`config.mk`:
```
export PLATFORM = sky130hd
export DESIGN_NAME = aes_result_streamer
export DESIGN_NICKNAME = d
export VERILOG_FILES = /design/src/rtl/aes_result_streamer.sv
export SDC_FILE = /design/constraint.sdc
export NUM_CORES = 1
export LEC_CHECK = 0
export ABC_AREA = 1
export BUFFER_PORTS_ARGS = -buffer_cell sky130_fd_sc_hd__buf_2
export CAP_MARGIN = 0
export CORE_MARGIN = 2
export CORE_UTILIZATION = 42
export CTS_BUF_LIST = sky130_fd_sc_hd__clkbuf_4 sky130_fd_sc_hd__clkbuf_8
export CTS_CLUSTER_SIZE = 24
export DETAILED_ROUTE_END_ITERATION = 12
export HOLD_SLACK_MARGIN = 0.15
export PLACE_DENSITY = 0.71
export SLEW_MARGIN = 40
export SYNTH_ARGS = -nofsm -noshare
export SYNTH_HDL_FRONTEND = slang
export SYNTH_SLANG_ARGS = --single-unit
export TNS_END_PERCENT = 1
```
`constraint.sdc`:
```
create_clock -name clk -period 9.5 [get_ports clk]
set_input_delay 0.95 -clock clk [delete_from_list [all_inputs] [get_ports clk]]
set_output_delay 0.95 -clock clk [all_outputs]
set_load 0.05 [all_outputs]
```
`src/rtl/aes_result_streamer.sv`:
```
`default_nettype none
// ---------------------------------------------------------------------------
// aes_result_streamer: queues finished AES-128 blocks and streams them out as
// four 32-bit words over valid/ready. Revision: 1.0
// ---------------------------------------------------------------------------
module aes_result_streamer #(
  parameter int DEPTH = 2,
  parameter int CNT_W = 2
) (
  input  logic                     clk,
  input  logic                     reset,
  input  logic                     done_enc,
  input  logic                     done_dec,
  input  logic [0:127]             result_in,
  input  logic                     m_ready,
  input  logic                     clr_err,
  output logic                     m_valid,
  output logic [0:31]              m_data,
  output logic                     m_last,
  output logic                     m_is_dec,
  output logic [CNT_W-1:0]         m_word,
  output logic [$clog2(DEPTH):0]   count,
  output logic                     overflow,
  output logic                     proto_err
);

  localparam int                 c_ptr_w     = $clog2(DEPTH);
  localparam logic [c_ptr_w:0]   c_cnt_one   = (c_ptr_w+1)'(1);
  localparam logic [c_ptr_w:0]   c_full      = (c_ptr_w+1)'(DEPTH);
  localparam logic [c_ptr_w-1:0] c_ptr_one   = c_ptr_w'(1);
  localparam logic [CNT_W-1:0]   c_word_one  = CNT_W'(1);
  localparam logic [CNT_W-1:0]   c_last_word = CNT_W'(3);

  typedef enum logic [0:0] {ST_EMPTY, ST_SEND} state_e;

  state_e               state_q, state_d;
  logic [0:127]         mem_q  [DEPTH];
  logic                 mode_q [DEPTH];
  logic [c_ptr_w-1:0]   wr_ptr_q, wr_ptr_d, rd_ptr_q, rd_ptr_d;
  logic [c_ptr_w:0]     count_q, count_d;
  logic [CNT_W-1:0]     word_q, word_d;
  logic                 overflow_q, overflow_d, proto_err_q, proto_err_d;

  logic                 cap_req, full, xfer, pop, wr_ok;
  logic [0:127]         head;
  logic [6:0]           w_off;

  assign cap_req = done_enc ^ done_dec;
  assign full    = (count_q == c_full);
  assign xfer    = (state_q == ST_SEND) && m_ready;
  assign pop     = xfer && (word_q == c_last_word);
  // A pop on the same edge frees the slot, so a full FIFO can still accept.
  assign wr_ok   = cap_req && (!full || pop);
  assign head    = mem_q[rd_ptr_q];
  assign w_off   = 7'(word_q) << 5;

  always_comb begin
    wr_ptr_d    = wr_ptr_q;
    rd_ptr_d    = rd_ptr_q;
    count_d     = count_q;
    word_d      = word_q;
    overflow_d  = clr_err ? 1'b0 : overflow_q;
    proto_err_d = clr_err ? 1'b0 : proto_err_q;
    if (wr_ok) wr_ptr_d = wr_ptr_q + c_ptr_one;
    if (pop)   rd_ptr_d = rd_ptr_q + c_ptr_one;
    if (xfer)  word_d   = (word_q == c_last_word) ? '0 : word_q + c_word_one;
    if (wr_ok && !pop)      count_d = count_q + c_cnt_one;
    else if (!wr_ok && pop) count_d = count_q - c_cnt_one;
    if (cap_req && full && !pop) overflow_d  = 1'b1;
    if (done_enc && done_dec)    proto_err_d = 1'b1;
  end

  always_comb begin
    state_d  = state_q;
    m_valid  = 1'b0;
    m_data   = '0;
    m_last   = 1'b0;
    m_is_dec = 1'b0;
    case (state_q)
      ST_EMPTY: begin
        if (count_d != '0) state_d = ST_SEND;
      end
      ST_SEND: begin
        m_valid  = 1'b1;
        m_data   = head[w_off +: 32];
        m_last   = (word_q == c_last_word);
        m_is_dec = mode_q[rd_ptr_q];
        if (count_d == '0) state_d = ST_EMPTY;
      end
      default: state_d = ST_EMPTY;
    endcase
  end

  assign m_word    = word_q;
  assign count     = count_q;
  assign overflow  = overflow_q;
  assign proto_err = proto_err_q;

  always_ff @(posedge clk or posedge reset) begin
    if (reset) begin
      state_q     <= ST_EMPTY;
      wr_ptr_q    <= '0;
      rd_ptr_q    <= '0;
      count_q     <= '0;
      word_q      <= '0;
      overflow_q  <= 1'b0;
      proto_err_q <= 1'b0;
    end else begin
      state_q     <= state_d;
      wr_ptr_q    <= wr_ptr_d;
      rd_ptr_q    <= rd_ptr_d;
      count_q     <= count_d;
      word_q      <= word_d;
      overflow_q  <= overflow_d;
      proto_err_q <= proto_err_d;
    end
  end

  // Storage needs no reset: outputs are gated by the FSM state.
  always_ff @(posedge clk) begin
    if (wr_ok) begin
      mem_q[wr_ptr_q]  <= result_in;
      mode_q[wr_ptr_q] <= done_dec;
    end
  end

endmodule
`default_nettype wire

```
## Word level (Yosys, flattened, before mapping)

Memory sizes are Yosys's and may differ from the RTL's.
Cells that the tools add are included.
W data, S select, Z words.

| cells by class | value |
|---|---|
| add/subtract/negate cells | 5 |
| eq/ne operators | 2 |
| shifts and indexed selects | 1 |
| mux-type cells | 15 |
| bitwise logic cells | 3 |
| reduce and logical (&&, ||, !) cells | 16 |

Operators by type and width:

| kind | number |
|---|---|
| $shiftx A128 B8 Y129 | 1 |
| $mux W32 | 1 |
| $mux W1 | 10 |
| $logic_and A1 B1 Y1 | 8 |
| $not A7 Y8 | 1 |
| $mux W2 | 3 |
| $reduce_bool A2 Y1 | 3 |
| $add A2 B1 Y2 const B | 2 |
| $eq A2 B2 Y1 const B | 2 |
| $logic_not A1 Y1 | 3 |
| $add A1 B1 Y1 const B | 2 |
| $logic_not A2 Y1 | 1 |
| $pmux W1 S2 | 1 |
| $sub A2 B1 Y2 const B | 1 |
| $logic_or A1 B1 Y1 | 1 |
| $not A1 Y1 | 1 |
| $xor A1 B1 Y1 | 1 |

| storage, ports and cells | value |
|---|---|
| bits in registers | 9 |
| bits in writable memories | 258 |
| input bits | 134 |
| output and inout bits | 41 |
| logic and storage cells | 51 |
| memories | 2 |

Memory list:

| name | words | bits a word | rd ports | clocked after memory_dff | write ports | line | text |
|---|---|---|---|---|---|---|---|
| mem_q | 2 | 128 | 1 | 0 | 1 | 37 | `logic [0:127] mem_q [DEPTH];` |
| mode_q | 2 | 1 | 1 | 0 | 1 | 38 | `logic mode_q [DEPTH];` |

## Longest topological paths before layout

Gate-level depths: netlist of run 1.

| logic depth | value |
|---|---|
| depth in word-level cells | 11 |
| depth in mapped cells | 9 |

## Worst setup path after synthesis of run 1

OpenSTA, ideal clock, no wires.

| timing | value |
|---|---|
| kind | input to register |
| start | in done_enc |
| end | mem mem_q[1][0] (netlist bit) (enable) |
| library setup time | 0.620 ns |
| arrival | 6.719 ns |
| required time | 8.880 ns |
| path slack | 2.161 ns |
| cell stages on the path | 3 |
| path through | ha_1 > nand2_1 > nor2_1 |

| between the ends | value |
|---|---|
| word-level cells in the longest chain between the ends | 4 |

Ends and longest elaborated chain:

| item | line | text |
|---|---|---|
| start, declared | 12 | `input logic done_enc,` |
| $xor A1 B1 Y1 | 48 | `assign cap_req = done_enc ^ done_dec;` |
| $logic_and A1 B1 Y1 | 53 | `assign wr_ok = cap_req && (!full \|\| pop);` |
| $mux W1 | 121 | `if (wr_ok) begin` |
| $mux W1 (implied by the code) | 122 | `mem_q[wr_ptr_q] <= result_in;` |
| end, declared | 37 |  |

No other way between the ends.

## Worst setup path in the final report of run 1

| timing | value |
|---|---|
| start | reg rd_ptr_q |
| end | out m_data[29] (netlist bit) |

| between the ends | value |
|---|---|
| word-level cells in the longest chain between the ends | 3 |

Ends and longest elaborated chain:

| item | line | text |
|---|---|---|
| start, declared | 39 | `logic [c_ptr_w-1:0] wr_ptr_q, wr_ptr_d, rd_ptr_q, rd_ptr_d;` |
| start signal, assigned | 111 | `rd_ptr_q <= rd_ptr_d;` |
| $mem_v2 Z2 W128 | n/a |  |
| $shiftx A128 B8 Y129 | 85 | `m_data = head[w_off +: 32];` |
| $mux W32 | 79 | `case (state_q)` |
| end, declared | 18 | `output logic [0:31] m_data,` |

No other way between the ends.

==> results of run 1 <==
## cells in the final DEF, fill, tap and decap left out, types with 2 or more instances in the layout
| cell type | instances |
|---|---|
| dfrtp_1 | 6 |
| clkinv_1 | 4 |
| clkbuf_8 | 45 |
| ha_1 | 3 |
| buf_6 | 2 |
| nor2_1 | 69 |
| clkinv_2 | 3 |
| nand2_1 | 458 |
| dfrtp_2 | 2 |
| clkinvlp_4 | 2 |
| nor2_4 | 2 |
| buf_2 | 174 |
| clkbuf_4 | 17 |
| nand3_1 | 102 |
| edfxtp_1 | 258 |
| buf_4 | 8 |
| diode_2 | 8 |
| a21oi_1 | 3 |
| inv_1 | 139 |
## sequential cells by signal, indices dropped and copies added (netlist names)
name,count
state_q,1
mem_q,256
proto_err,1
count,2
overflow,1
m_word,2
rd_ptr_q,1
wr_ptr_q,1
mode_q,2
## routing by layer
| layer | vias up | part of all wire (%) | track usage (%) |
|---|---|---|---|
| li1 | 3894 | - | - |
| met1 | 3747 | 43 | 26.08 |
| met2 | 315 | 47 | 29.07 |
| met3 | 51 | 8.1 | 4.795 |
| met4 | 8 | 2.1 | 6.297 |
| met5 | - | 0.19 | 0 |
## through the flow
stage	total power, mW	instances	setup slack (ns)	area, µm²	hold slack, ns
2_1_floorplan	3.299	1104	2.161	11350	0.4846
3_3_place_gp	3.762	1576	5.143	12490	0.5020
3_5_place_dp	3.803	1578	5.504	12540	0.5156
4_1_cts	4.734	1650	4.980	13340	0.3647
5_1_grt	5.001	1653	4.820	13370	0.3758
6_report	4.717	1659	5.036	13380	0.3854
## critical path, cell delays in order, from the launching register on
cell and delay [ns]:
dfrtp_4 0.67, inv_4 0.57, buf_4 0.76, nand2_1 0.11, nand2_1 0.09, nand2_1 0.05, nand2_1 0.09, nor2_1 0.04
nor2_1 0.24, buf_2 0.31
## area by class of cell
cell class / instances / area (µm²) / area share [%]
diodes: 8 / 20.02 / 0.1496
clock buffers: 62 / 747.0 / 5.582
clock inverters: 10 / 53.80 / 0.4020
inverters: 141 / 531.8 / 3.973
multi-input cells: 643 / 2609 / 19.49
flip-flops and latches: 267 / 7979 / 59.62
well taps: 341 / 426.7 / 3.188
repair buffers: 187 / 1016 / 7.592
## power groups by stage
stage	clock (mW)	sequential [mW]	combinational, mW
after global placement	0	1.74	2.02
after global routing	0.989	1.75	2.27
after floorplan	0	1.81	1.49
after detailed placement	0	1.75	2.06
after CTS	0.946	1.72	2.06
final	0.927	1.72	2.07
## cell families after synthesis
logic type	after synthesis	synth area share (%)
AO/OA/AOI/OAI	6	0.2975
multiplexers	1	0.09918
AND/OR/NAND/NOR	632	22.04
flip-flops	267	70.22
buffers and inverters	194	6.932
XOR/XNOR	1	0.07716
adder cells (fa/ha/maj)	3	0.3307
## worst paths after layout
check / slack (ns) / cells past startpoint / end / startpoint
worst min register to register: 0.52 / 2 / proto_err / proto_err
worst max register to register: 5.51 / 8 / mem_q[0][124] / m_word[1]
max in group asynchronous: 8.79 / 2 / rd_ptr_q / reset
worst min-delay path: 0.39 / 2 / overflow / reset
worst max-delay path: 5.04 / 9 / m_data[29] / rd_ptr_q
min in group clk: 0.52 / 2 / proto_err / proto_err
==> results.yml, run 1 <==
status:
  status: "completed"
die:
  die_x_um: 168.4
  num_io_pins: 175
  coreArea_mm2: 0.02673
  start_util_pct: 42.48
  rows: 60
  die_h_um: 168.4
  die-area_mm2: 0.02836
synth:
  yosysTopAreaCell: "edfxtp_1"
  synth.most_common_cell: "nand2_1"
  syn_inst: 1104
  synth_commonest_cells: "nand2_1 (458), edfxtp_1 (258), inv_1 (140)"
  synth-edff-count: 258
  synth_nets: 1241
  synth_seq_area_share_pct: 70.22
  ys_seq_elements: 267
  async_reset_ff_share_pct: 3.371
  synth.lib_cells_used.distinct: 19
  synth_top_area_share_pct: 68.24
  syn_area_mm2: 0.01135
  synth.avg_cell_area_um2: 10.28
  ys_warn_count: 0
  synth.area.top_cells: "edfxtp_1 (68%), nand2_1 (15%), inv_1 (4.6%)"
  synth_top_flop_cell: "edfxtp_1"
power:
  p_comb_share_pct: 43.8
  powerDensity_mw_per_mm2: 352.4
  clkPwrFrac_pct: 19.7
  p_leak_nw: 6.135
  switching_share_pct: 44.42
  ir_worst_vdd_uv: 176.8
  seqPwrFrac_pct: 36.5
  intPower_mw: 2.622
  p_switching_mw: 2.095
timing:
  finalSetupTns_ns: 0
  setup_violations: 0
  timing.final.crit_share_pct: 46.99
  max-slew-margin-rel_pct: 46.05
  tightest_slew_ns: 0.8092
  fmax_mhz: 224.0
  hold_viol: 0
  rsz0062_at_grt: "false"
  period_minus_slack_ns: 4.464
  skew_ns: 0.01288
  drv_slew: 0
min_path:
  hp-class: "primary input to async pin"
detailed_routing:
  drtIter0Drc: 732
  ant_nets: 0
  viasPerCell: 4.831
  wl_um: 27120
  drc: 0
  via_count: 8015
  drt_pass1_iterations: 4
  routedWlPerCell_um: 16.34
worst_setup_path:
  arrival_ns: 3.51
  critPathLaunchType: "flip-flop"
  path_max_fanout: 70
  cp-end-kind: "output port"
  crit_required_ns: 8.55
  critical_path_class: "flip-flop to output port"
placement:
  portBuffers: 174
  place_congestion: 0.8508
  dp_hpwl_um: 17230
clock_network:
  clk_pin_slew_ns: 0.06
  cts_buffers: 42
  cts_resized: 0
  cts_root_buffer: "clkbuf_8"
  clk_latency_ns: 0.54
  cts_tree: "built"
  cts.sinks: 267
  clockBufferDepth: 3
  htree_levels: 2
  cts_setup_buffers: 0
  cts_hold_buf: 0
layout:
  drive_gt1_share_pct: 20.08
  fillerInstances: 2375
  finalNetCount: 1419
  areaGrowthSynthToFinish_pct: 17.87
  fin_util_pct: 50.07
grt:
  grt_usage_pct: 18.80
  antenna_found_initial: 9
  grt_pass1_vias: 7565
  grt_max_degree: 93
  globalRouteOverflowTotal: 0
  grt_pass1_wl_um: 41070
flow_run:
  drv_cap: 0
(Power assumes the default switching activity.)
==> run 2, diff against run 1 <==
--- a/config.mk
+++ b/config.mk
@@ -14,7 +14,7 @@
 export CTS_CLUSTER_SIZE = 24
 export DETAILED_ROUTE_END_ITERATION = 12
 export HOLD_SLACK_MARGIN = 0.15
-export PLACE_DENSITY = 0.71
+export PLACE_DENSITY = 0.73
 export SLEW_MARGIN = 40
 export SYNTH_ARGS = -nofsm -noshare
 export SYNTH_HDL_FRONTEND = slang
==> constraint.sdc (replaced) <==
create_clock -name clk -period 3.7 [get_ports clk]
set_input_delay 0.37 -clock clk [delete_from_list [all_inputs] [get_ports clk]]
set_output_delay 0.37 -clock clk [all_outputs]
set_load 0.05 [all_outputs]
==> results.yml, run 2 (synthesis gave the netlist of run 1 again) <==
timing:
  setup_violations: 0
  rsz0062_at_grt: "false"
  tightest_slew_ns: 0.7923
  skew_ns: 0.02355
  period_minus_slack_ns: 3.083
  hold_viol: 0
  max-slew-margin-rel_pct: 47.18
  fmax_mhz: 324.4
  timing.final.crit_share_pct: 83.31
  drv_slew: 0
  fin_hold_ws_ns: 0.2018
worst_setup_path:
  critical_path_class: "flip-flop to output port"
  critPathMostFrequentCell: "nand3_1"
  crit_path_start: "m_word[0]"
  r2r_cells: 6
  r2r-start: "m_word[0]"
  crit_slowest_cell: "dfrtp_2"
  crit_buf_inv: 2
  path_max_fanout: 44
  critPathTopFamily: "buffers and inverters"
  r2r-end: "mem_q[0][43]"
  arrival_ns: 2.71
  endpoint: "m_data[12]"
  ff2ff_setup_slack_ns: 1.04
  crit_chain: "buf_4 > nand3_1 > nand3_1 > nand2_1 > nor2_1 > buf_2"
  crit_required_ns: 3.33
  path_depth: 6
  cpPeakStageDelay_ns: 0.71
  critPathLaunchType: "flip-flop"
  cp-end-kind: "output port"
clock_network:
  cts.sinks: 267
  clk_pin_slew_ns: 0.06
  cts_tree: "built"
  cts_setup_buffers: 0
  clockBufferDepth: 3
  cts_resized: 0
  htree_levels: 2
  clk_latency_ns: 0.55
  cts_buffers: 43
  cts_root_buffer: "clkbuf_8"
status:
  status: "completed"
detailed_routing:
  drt_pass1_iterations: 5
  wl_um: 27790
  drc: 0
  routedWlPerCell_um: 15.51
  drtIter0Drc: 697
  via_count: 8484
  ant_nets: 0
  viasPerCell: 4.734
grt:
  grt_pass1_vias: 8151
  globalRouteOverflowTotal: 0
  antenna_found_initial: 2
  grt_pass1_wl_um: 43010
  grt_usage_pct: 19.27
  grt_max_degree: 130
layout:
  areaGrowthSynthToFinish_pct: 30.06
  fin_util_pct: 55.25
  top_register: "mem_q"
  finalNetCount: 1552
  drive_gt1_share_pct: 18.30
  largest_reg_flops: 256
  final_cell_mix: "nand2_1 (458), edfxtp_1 (258), buf_2 (174)"
  fillerInstances: 2265
  final_common_cell: "nand2_1"
power:
  intPower_mw: 6.904
  ir_worst_vdd_uv: 448.7
  seqPwrFrac_pct: 35.5
  p_leak_nw: 6.709
  switching_share_pct: 44.31
  clkPwrFrac_pct: 19.8
  p_comb_share_pct: 44.7
  powerDensity_mw_per_mm2: 839.6
  p_switching_mw: 5.494
  finalPower_mw: 12.40
die:
  coreArea_mm2: 0.02673
  rows: 60
  start_util_pct: 42.48
  num_io_pins: 175
  die_x_um: 168.4
  die-area_mm2: 0.02836
  die_h_um: 168.4
placement:
  dp_hpwl_um: 16540
  portBuffers: 174
  place_congestion: 0.8949
flow_run:
  drv_cap: 0
min_path:
  hp-class: "primary input to flip-flop"
-- run 2: changes by cell type in the layout (fill, tap and decap cells not counted), moves of 2 or more --
cell,previous run,this run
clkinvlp_4,2,4
clkbuf_8,45,43
buf_4,8,6
buf_12,1,7
buf_6,2,0
dlygate4sd3_1,0,132
clkinv_2,3,5
clkinv_1,4,8
diode_2,8,3
-- run 2: timing repair --
item,in CTS,in global routing
endpoints found under the hold margin,269,0
hold buffers,132,0
endpoints found under the setup margin,0,0
-- run 2: area by class of cell --
type                    count  area (µm²)  area share [%]
well taps                 341       426.7           2.889
repair buffers            319        2377           16.10
clock inverters            17       110.1          0.7456
multi-input cells         643        2609           17.67
clock buffers              61       726.9           4.923
inverters                 141       530.5           3.593
flip-flops and latches    267        7979           54.03
diodes                      3       7.507         0.05084
-- run 2: per-stage QoR --
stage	setup TNS [ns]	instances	worst slack (ns)	instance area (µm²)
2_1_floorplan	-358.01	1104	-1.392	11360
3_3_place_gp	0	1579	1.168	12600
3_5_place_dp	0	1579	1.125	12600
4_1_cts	0	1789	0.6271	14760
5_1_grt	0	1791	0.4975	14760
6_report	0	1792	0.6174	14770
-- run 2: worst reg2reg max path, stage by stage, from the launching register on --
cell and delay, ns:
dfrtp_2 0.71, ha_1 0.30, nand3_1 0.20, nand2_1 0.16
nand2_1 0.14, nor2_4 0.32, buf_12 0.40
-- run 2: how the worst min path moves through the flow --
stage               slack (ns)  cells past startpoint  startpoint         to
finish                    0.20                      3     m_ready  m_word[0]
global route              0.19                      3     m_ready  m_word[0]
CTS                       0.16                      3     m_ready  m_word[0]
detailed placement        0.35                      2       reset  proto_err
global placement          0.35                      2       reset  proto_err
floorplan                 0.20                      1       reset   count[0]
-- run 2: power groups by stage --
stage | combinational, mW | sequential (mW) | clock (mW)
after floorplan | 3.82 | 4.58 | 0
after global placement | 5.34 | 4.43 | 0
after detailed placement | 5.39 | 4.45 | 0
after CTS | 5.53 | 4.39 | 2.51
after global routing | 6.03 | 4.46 | 2.64
final | 5.54 | 4.40 | 2.46
-- run 2: metal layers --
layer,vias up,wire (µm),track usage [%]
li1,4162,-,-
met1,3901,11990,26.67
met2,333,12830,29.74
met3,88,1689,3.220
met4,0,1288,9.445
met5,-,0,0
